**src/rtl/mem_ctrl.sv**
```systemverilog
// Byte-serial memory controller: arbitrates fetch word reads against LSB loads/stores
// and turns each request into 1/2/4 single-byte RAM cycles with a one-cycle ok pulse.
module mem_ctrl #(
  parameter logic [1:0] IO_ADDR_MSB = 2'b11
) (
  input  logic        clk,
  input  logic        rst,
  input  logic        rdy,
  input  logic [7:0]  mem_din,
  output logic [7:0]  mem_dout,
  output logic [31:0] mem_a,
  output logic        mem_wr,
  input  logic        io_buffer_full,
  input  logic        enable_from_if,
  input  logic [31:0] addr_from_if,
  output logic        ok_to_if,
  output logic [31:0] inst_to_if,
  input  logic        enable_from_lsb,
  input  logic        read_or_write_from_lsb,
  input  logic [31:0] addr_from_lsb,
  input  logic [31:0] data_from_lsb,
  input  logic [2:0]  width_from_lsb,
  output logic        ok_to_lsb,
  output logic [31:0] data_to_lsb,
  input  logic        mispredict,
  output logic [1:0]  dbg_state
);

  // Handshake: a client holds enable until it sees its ok pulse; while ok is high the
  // still-asserted enable belongs to the finished access and is ignored.
  typedef enum logic [1:0] {IDLE = 2'd0, READ = 2'd1, WRITE = 2'd2} state_t;

  state_t      state, state_n;
  logic [2:0]  cnt, cnt_n, width, width_n, nxt_idx;
  logic [1:0]  cap_idx;
  logic [31:0] addr_q, addr_n, data_q, data_n, asm_q, asm_n;
  logic        is_lsb, is_lsb_n;
  logic        wr_q, wr_n, ok_if_n, ok_lsb_n;
  logic [31:0] mem_a_n, inst_n, dlsb_n;
  logic [7:0]  mem_dout_n;
  logic        lsb_blocked, lsb_req, if_req;

  assign nxt_idx     = cnt + 3'd1;
  assign cap_idx     = 2'(cnt - 3'd1);
  assign lsb_blocked = read_or_write_from_lsb && (addr_from_lsb[17:16] == IO_ADDR_MSB)
                       && io_buffer_full;
  assign lsb_req     = enable_from_lsb && !ok_to_lsb && !lsb_blocked;
  assign if_req      = enable_from_if && !ok_to_if;

  always_comb begin
    state_n    = state;
    cnt_n      = cnt;
    width_n    = width;
    addr_n     = addr_q;
    data_n     = data_q;
    asm_n      = asm_q;
    is_lsb_n   = is_lsb;
    wr_n       = wr_q;
    mem_a_n    = mem_a;
    mem_dout_n = mem_dout;
    ok_if_n    = 1'b0;
    ok_lsb_n   = 1'b0;
    inst_n     = inst_to_if;
    dlsb_n     = data_to_lsb;
    case (state)
      IDLE: begin
        if (!mispredict && lsb_req) begin
          addr_n   = addr_from_lsb;
          data_n   = data_from_lsb;
          width_n  = width_from_lsb;
          is_lsb_n = 1'b1;
          cnt_n    = 3'd0;
          asm_n    = 32'h0;
          mem_a_n  = addr_from_lsb;
          if (read_or_write_from_lsb) begin
            state_n    = WRITE;
            wr_n       = 1'b1;
            mem_dout_n = data_from_lsb[7:0];
          end else begin
            state_n = READ;
            wr_n    = 1'b0;
          end
        end else if (!mispredict && if_req) begin
          addr_n   = addr_from_if;
          width_n  = 3'd4;
          is_lsb_n = 1'b0;
          cnt_n    = 3'd0;
          asm_n    = 32'h0;
          mem_a_n  = addr_from_if;
          state_n  = READ;
          wr_n     = 1'b0;
        end
      end
      READ: begin
        if (mispredict) begin
          state_n = IDLE;
          cnt_n   = 3'd0;
          mem_a_n = 32'h0;
          wr_n    = 1'b0;
        end else begin
          // Byte cnt-1 was addressed two edges ago and sits on mem_din now.
          if (cnt != 3'd0) asm_n[{cap_idx, 3'b000} +: 8] = mem_din;
          if (cnt == width) begin
            state_n = IDLE;
            cnt_n   = 3'd0;
            mem_a_n = 32'h0;
            if (is_lsb) begin
              ok_lsb_n = 1'b1;
              dlsb_n   = asm_n;
            end else begin
              ok_if_n = 1'b1;
              inst_n  = asm_n;
            end
          end else begin
            cnt_n = nxt_idx;
            if (nxt_idx < width) mem_a_n = addr_q + 32'(nxt_idx);
          end
        end
      end
      WRITE: begin
        // Stores are committed, so mispredict does not interrupt them.
        if (nxt_idx == width) begin
          state_n  = IDLE;
          cnt_n    = 3'd0;
          mem_a_n  = 32'h0;
          wr_n     = 1'b0;
          ok_lsb_n = 1'b1;
        end else begin
          cnt_n      = nxt_idx;
          mem_a_n    = addr_q + 32'(nxt_idx);
          mem_dout_n = 8'(data_q >> {nxt_idx, 3'b000});
        end
      end
      default: state_n = IDLE;
    endcase
  end

  always_ff @(posedge clk or negedge rst) begin
    if (!rst) begin
      state       <= IDLE;
      cnt         <= 3'd0;
      width       <= 3'd0;
      addr_q      <= 32'h0;
      data_q      <= 32'h0;
      asm_q       <= 32'h0;
      is_lsb      <= 1'b0;
      wr_q        <= 1'b0;
      mem_a       <= 32'h0;
      mem_dout    <= 8'h0;
      ok_to_if    <= 1'b0;
      ok_to_lsb   <= 1'b0;
      inst_to_if  <= 32'h0;
      data_to_lsb <= 32'h0;
    end else if (rdy) begin
      state       <= state_n;
      cnt         <= cnt_n;
      width       <= width_n;
      addr_q      <= addr_n;
      data_q      <= data_n;
      asm_q       <= asm_n;
      is_lsb      <= is_lsb_n;
      wr_q        <= wr_n;
      mem_a       <= mem_a_n;
      mem_dout    <= mem_dout_n;
      ok_to_if    <= ok_if_n;
      ok_to_lsb   <= ok_lsb_n;
      inst_to_if  <= inst_n;
      data_to_lsb <= dlsb_n;
    end
  end

  assign mem_wr    = wr_q & rdy;
  assign dbg_state = state;

endmodule

```
**config.mk**
```make
export PLATFORM = sky130hd
export DESIGN_NAME = mem_ctrl
export DESIGN_NICKNAME = d
export VERILOG_FILES = /design/src/rtl/mem_ctrl.sv
export SDC_FILE = /design/constraint.sdc
export NUM_CORES = 1
export LEC_CHECK = 0
export ABC_AREA = 1
export CORE_MARGIN = 5
export CORE_UTILIZATION = 45
export CTS_CLUSTER_DIAMETER = 80
export DETAILED_ROUTE_END_ITERATION = 7
export PLACE_DENSITY = 0.81
export SETUP_SLACK_MARGIN = 0.1
export SYNTH_ARGS = -nofsm -noshare
export SYNTH_HDL_FRONTEND = slang
export SYNTH_SLANG_ARGS = --single-unit
```
**constraint.sdc**
```tcl
create_clock -name clk -period 5.5 [get_ports clk]
set_input_delay 0.55 -clock clk [delete_from_list [all_inputs] [get_ports clk]]
set_output_delay 0.55 -clock clk [all_outputs]
set_load 0.02 [all_outputs]
```
# [Yosys cells after proc, flatten, opt, wreduce, memory -nomap -nowiden]
# Cells that the tools add are included.
[word_totals] register_bits=212 out_inout_bits=109 elab_cells=114 input_bits=115
[classes] n_lt_le_gt_ge=1 reduce_logical=27 n_addsub=4 eq_ne=14 n_shift=3 n_mux=48 bitwise=3
[ops] cell="32-bit two-way mux" n=10
[ops] cell="32-bit one-hot mux with 3 select lines" n=1
[ops] cell="32-bit one-hot mux with 2 select lines" n=1
[ops] cell="32-bit by 3-bit adder with 32-bit output" n=1
[ops] cell="32-bit bitwise mux" n=1
[ops] cell="8-bit by 7-bit variable shift with 32-bit output, first input constant" n=1
[ops] cell="8-bit by 7-bit variable part select with 32-bit output" n=1
[ops] cell="32-bit by 6-bit >> shifter with 8-bit output" n=1
[ops] cell="8-bit two-way mux" n=3
[ops] cell="3-bit two-way mux" n=7
[ops] cell="5-bit AND reduction" n=4
[ops] cell="8-bit one-hot mux with 2 select lines" n=1
[ops] cell="1-bit two-way mux" n=14
[ops] cell="2-bit two-way mux" n=6
[ops] cell="2-bit inequality test, second input constant" n=6
[ops] cell="4-bit AND reduction" n=3
[ops] cell="3-bit one-hot mux with 3 select lines" n=1
[ops] cell="3-bit AND reduction" n=3
[ops] cell="1-bit logical AND" n=7
[ops] cell="5-bit negation with 7-bit output" n=1
[ops] cell="3-bit == test" n=2
[ops] cell="3-bit inequality test, second input constant" n=2
[ops] cell="2-bit one-hot mux with 3 select lines" n=1
[ops] cell="2-bit nonzero test" n=3
[ops] cell="13 further kinds" n=19

# [Depth between registers and ports, before layout]
[logic_depth] word_depth=8 mapped_depth=15 depth_no_buf=15

# [Worst setup path before layout]
# OpenSTA, ideal clock, no wires.
[synth_path] path_kind="reg2reg" startpoint="register cnt[0]" endpoint="register mem_a[16]" path_buffers=0 arrival_time_ns=2.203 slack_ns=3.226 path_stages_with_launch=15 synth_period_minus_slack_ns=2.274 t_required_ns=5.429 cell_sequence="dfrtp_1 ha_1 xnor2_1 inv_1 ha_1 nand3_1 nand2_1 nand2_1 nor2_2 nand2_1 nand2_1 nand3_1 nor2_1 nor2_1 nor2_1"
[synth_via] elab_chain_len=6
[synth_lines] element="start: declaration" line="34" rtl="logic [2:0] cnt, cnt_n, width, width_n, nxt_idx;"
[synth_lines] element="start signal: assignment" line="156" rtl="cnt <= cnt_n;"
[synth_lines] element="3-bit by 1-bit adder with 3-bit output" line="43" rtl="assign nxt_idx = cnt + 3'd1;"
[synth_lines] element="32-bit by 3-bit adder with 32-bit output" line="116, 130"
[synth_lines] element="32-bit two-way mux" line="116" rtl="if (nxt_idx < width) mem_a_n = addr_q + 32'(nxt_idx);"
[synth_lines] element="32-bit two-way mux" line="103" rtl="if (cnt == width) begin"
[synth_lines] element="32-bit two-way mux" line="95" rtl="if (mispredict) begin"
[synth_lines] element="32-bit one-hot mux with 3 select lines" line="65" rtl="case (state)"
[synth_lines] element="end signal: assignment" line="163" rtl="mem_a <= mem_a_n;"
[synth_lines] element="end: declaration" line="11" rtl="output logic [31:0] mem_a,"
# Parallel ways exist; a longest one is shown, timed or not. The select of a mux whose other input is x is not followed.
# A chain may end at the register's enable or synchronous reset.

# [Worst setup path in the final report]
[layout_path] startpoint="input port read_or_write_from_lsb" endpoint="register addr_q[9]"
[layout_via] elab_chain_len=7
[layout_lines] element="start: declaration" line="19" rtl="input logic read_or_write_from_lsb,"
[layout_lines] element="1-bit logical AND *" line="45" rtl="assign lsb_blocked = read_or_write_from_lsb && (addr_from_lsb[17:16] == IO_ADDR_MSB)"
[layout_lines] element="1-bit logical AND *" line="46" rtl="&& io_buffer_full;"
[layout_lines] element="1-bit logical NOT *" line="47" rtl="assign lsb_req = enable_from_lsb && !ok_to_lsb && !lsb_blocked;"
[layout_lines] element="1-bit logical AND *" line="47"
[layout_lines] element="1-bit logical AND *" line="67" rtl="if (!mispredict && lsb_req) begin"
[layout_lines] element="2-bit nonzero test (no source line)"
[layout_lines] element="3-bit AND reduction (no source line)"
[layout_lines] element="end signal: assignment" line="158" rtl="addr_q <= addr_n;"
[layout_lines] element="end: declaration" line="36" rtl="logic [31:0] addr_q, addr_n, data_q, data_n, asm_q, asm_n;"
# Mark *: on every way between the ends. The rest lies on a longest branch, timed or not.

==> results.md <==
- Post-Place Worst Slack: approximately 1.6 ns
- Seq/Total Area, Yosys: 0.486
- Layout cells sized above 1: 0.0423
- Cell Area, Synth: 10900 um2
- FF-to-FF End: addr_q[9]
- DRC viols: 0
- Synth Area in XOR/XNOR: 0.00882
- Max VDD drop: 240 uV
- Die area: ~27000 um2
- Arrival @ worst endpoint: 3.80 ns
- Die X: 166 um
- Compound-Gate Fraction of Synth Area: 0.107
- Final Wtd Congestion: 0.894
- Non-Filler Instances: 2003
- Slew at the pin closest to its max-slew limit: 1.21 ns
- Nets: 1793
- RR Startpoint: ok_to_lsb
- Critical path peak fanout: 50
- Initial core utilization: 0.453
- H-tree depth: 1
- Port buffer count: 223
- Most frequent cells in the layout: nand2_1 (581), clkdlybuf4s50_1 (222), dfrtp_1 (212), o21ai_0 (173), inv_1 (117)
- Placed Cells: approximately 2000
- Worst Path Required: between 5 and 6 ns
- GRT Total Usage: 0.226
- Total CTS buffers: 23
- Type of origin of the critical path: input port
- Reg power frac: 0.373
- Comb pwr share: 0.366
- Worst min-delay path category: input port to async pin
- Placeable Area: 24100 um2
- Final period utilization: 0.618
- Clock tree buffer depth: 3
- Fin Hold WS: between 0.15 and 0.2 ns
- FMAX: 294 MHz
- Max-cap viol count: 0
- Clock-pin slew of the registers on the worst-case setup and hold paths: 0.06 ns
- CTS tree: yes
- Cells after synthesis: 1470
- RSZ-0062 raised after global routing: no
- Syn avg cell area: 7.43 um2
- Largest net degree at the start of global routing: 129
- Leak Pwr: 0.00684 uW
- WL per Instance: 15.9 um
- Post-CTS repair timing setup buffer count: 0
- Slew margin rel.: 0.190
- DIE HEIGHT: 166 um
- Clock power share: 0.261
- Fin Setup TNS: 0 ns
- Core Util, Final: 0.586
- Filler cells: ~2200
- Status: completed
- Vias per cell: between 5 and 6
- Synth warn: 0
- Area of the multi-input gates: 4820 um2
- Largest family of logic cells by synthesized area: simple AND/OR/NAND/NOR gates
- Count of pins over their slew limit: 0
- Initial antenna violation count: 4
- Synth Register Bits: 212
- Hold Buf Count CTS: 0
- Root buffer cell: clkbuf_16
- Worst-Skew Late Latency: 0.51 ns
- Starting DRC count in detailed routing: 832
- Syn Nets: 1602
- Routed via count: 10300
- Overflow after GRT: 0
- Vias in the first global route: 10100
- Worst reg2reg setup slack: 2.30 ns
- Netlist cell types: 36
- Final hold violations: 0
- First-pass GRT wire length: 52400 um
- Synth Area in Adders: 0.0202
- Dpl hpwl: approximately 23000 um
- Clock sinks: 212
- Top-Level Pins: 224
- CP Class: input port to register
- # rows: 57
- Register Area: ~5300 um2
- Post-route setup slack: 2.10 ns
- Pwr Density: 457 nW/um2
- Net Sw Frac: 0.383
- Cts repair resizes: 0
- Worst clock skew: 0.0111 ns
- Net Switching: 2470 uW
- Commonest non-fill, non-tap cell in the layout: nand2_1
- Internal Power: 3980 uW
- Area delta synth->final: 29.4%
- Fin crit period: 3.40 ns
- Setup violators final: 0
- Worst Setup End Kind: register
- Routed Antenna Nets: 0
- DRT Pass-1 Iters: 5
- Multiplexer share of the synthesized area: 0
- Simple logic cell fraction of the synthesized area: 0.305
- Final WL: around 32000 um
- R2R cell count: 7
==> layer usage <==
layer / share of wire / track usage / vias to the layer above
li1: - / - / 5052
met1: 0.43 / 0.301 / 4797
met2: 0.47 / 0.375 / 397
met3: 0.077 / 0.0474 / 62
met4: 0.026 / 0.0664 / 6
met5: 0.0012 / 0 / -
==> sequential cells by signal, indices dropped and copies added, names as in the netlist <==
| register | count |
|---|---|
| addr_q | 32 |
| mem_a | 32 |
| mem_dout | 8 |
| asm_q | 32 |
| ok_to_lsb | 1 |
| inst_to_if | 32 |
| is_lsb | 1 |
| data_q | 32 |
| ok_to_if | 1 |
| width | 3 |
| data_to_lsb | 32 |
| wr_q | 1 |
| dbg_state | 2 |
| cnt | 3 |
==> cell usage after synthesis <==
library cell  number  share of area
a21oi_1           19         0.0087
a21oi_4            1         0.0015
a22o_1             1        0.00080
a22oi_1            5         0.0034
a31oi_1            4         0.0023
and2_0             1        0.00057
buf_1              2        0.00069
buf_2             31          0.014
buf_4              7         0.0048
buf_6              1         0.0010
clkbuf_1          25         0.0086
clkbuf_2           1        0.00046
clkinv_1           2        0.00069
dfrtp_1          212           0.49
fa_1               1         0.0018
ha_1              16          0.018
inv_1            117          0.040
inv_2              7         0.0024
nand2_1          581           0.20
nand2_2            2         0.0011
nand3_1           79          0.036
nand3_2            3         0.0027
nand4_1           35          0.020
nor2_1           100          0.034
nor2_2             4         0.0023
nor2_4             3         0.0031
nor3_1             2        0.00092
nor3b_2            1         0.0011
nor4_4             1         0.0019
o21a_1             4         0.0027
o21ai_0          173          0.079
o21ai_1           10         0.0046
o22ai_1            7         0.0040
or2_2              1        0.00057
xnor2_1            3         0.0024
xor2_1             8         0.0064
==> power groups by stage <==
stage | Clock, uW | Combinational, uW | Sequential, uW
2_1_floorplan | 0 | 1260 | 2560
3_3_place_gp | 0 | 2300 | 2410
3_5_place_dp | 0 | 2350 | 2410
4_1_cts | 1710 | 2370 | 2400
5_1_grt | 1770 | 2640 | 2460
6_report | 1680 | 2360 | 2410
==> metrics by stage <==
| stage | area (um2) | power, uW |
|---|---|---|
| 2_1_floorplan | 10900 | 3820 |
| 3_3_place_gp | 13300 | 4700 |
| 3_5_place_dp | 13300 | 4770 |
| 4_1_cts | 14100 | 6480 |
| 5_1_grt | 14100 | 6880 |
| 6_report | 14100 | 6450 |
==> cells by family (layout without fill, tap and decap cells) <==
kind of cell,count (synthesis),after routing
AND/OR/NAND/NOR,813,813
AO/OA/AOI/OAI,224,224
flip-flops,212,212
buffers and inverters,193,401
adder cells (fa/ha/maj),17,17
XOR/XNOR,11,11
other,0,1
==> critical path, cell delays in order <==
cell and delay, ns:
clkdlybuf4s50_1 0.56, nand4_1 0.13, nand2_2 0.08, buf_4 0.41, nand2_1 0.13, nand3_2 0.51
clkinv_1 0.93, o21ai_0 0.48
==> how the worst max path moves through the flow <==
stage / startpoint / endpoint / slack, ns
after global placement: read_or_write_from_lsb / addr_q[12] / 1.80
after floorplan: cnt[0] / mem_a[16] / 3.23
after global routing: read_or_write_from_lsb / addr_q[7] / 1.82
after detailed placement: read_or_write_from_lsb / addr_q[9] / 1.63
final: read_or_write_from_lsb / addr_q[9] / 2.10
after CTS: read_or_write_from_lsb / addr_q[3] / 2.19
==> cell type report <==
type,count,share of cell area
clock buffer,31,0.0450
sequential,212,0.375
antenna,1,0.000177
multi-input combinational,1065,0.341
inverter,126,0.0335
clock inverter,11,0.0132
timing repair buffer,233,0.163
tap,324,0.0287
Note: power is estimated with default switching activity, not from simulation.
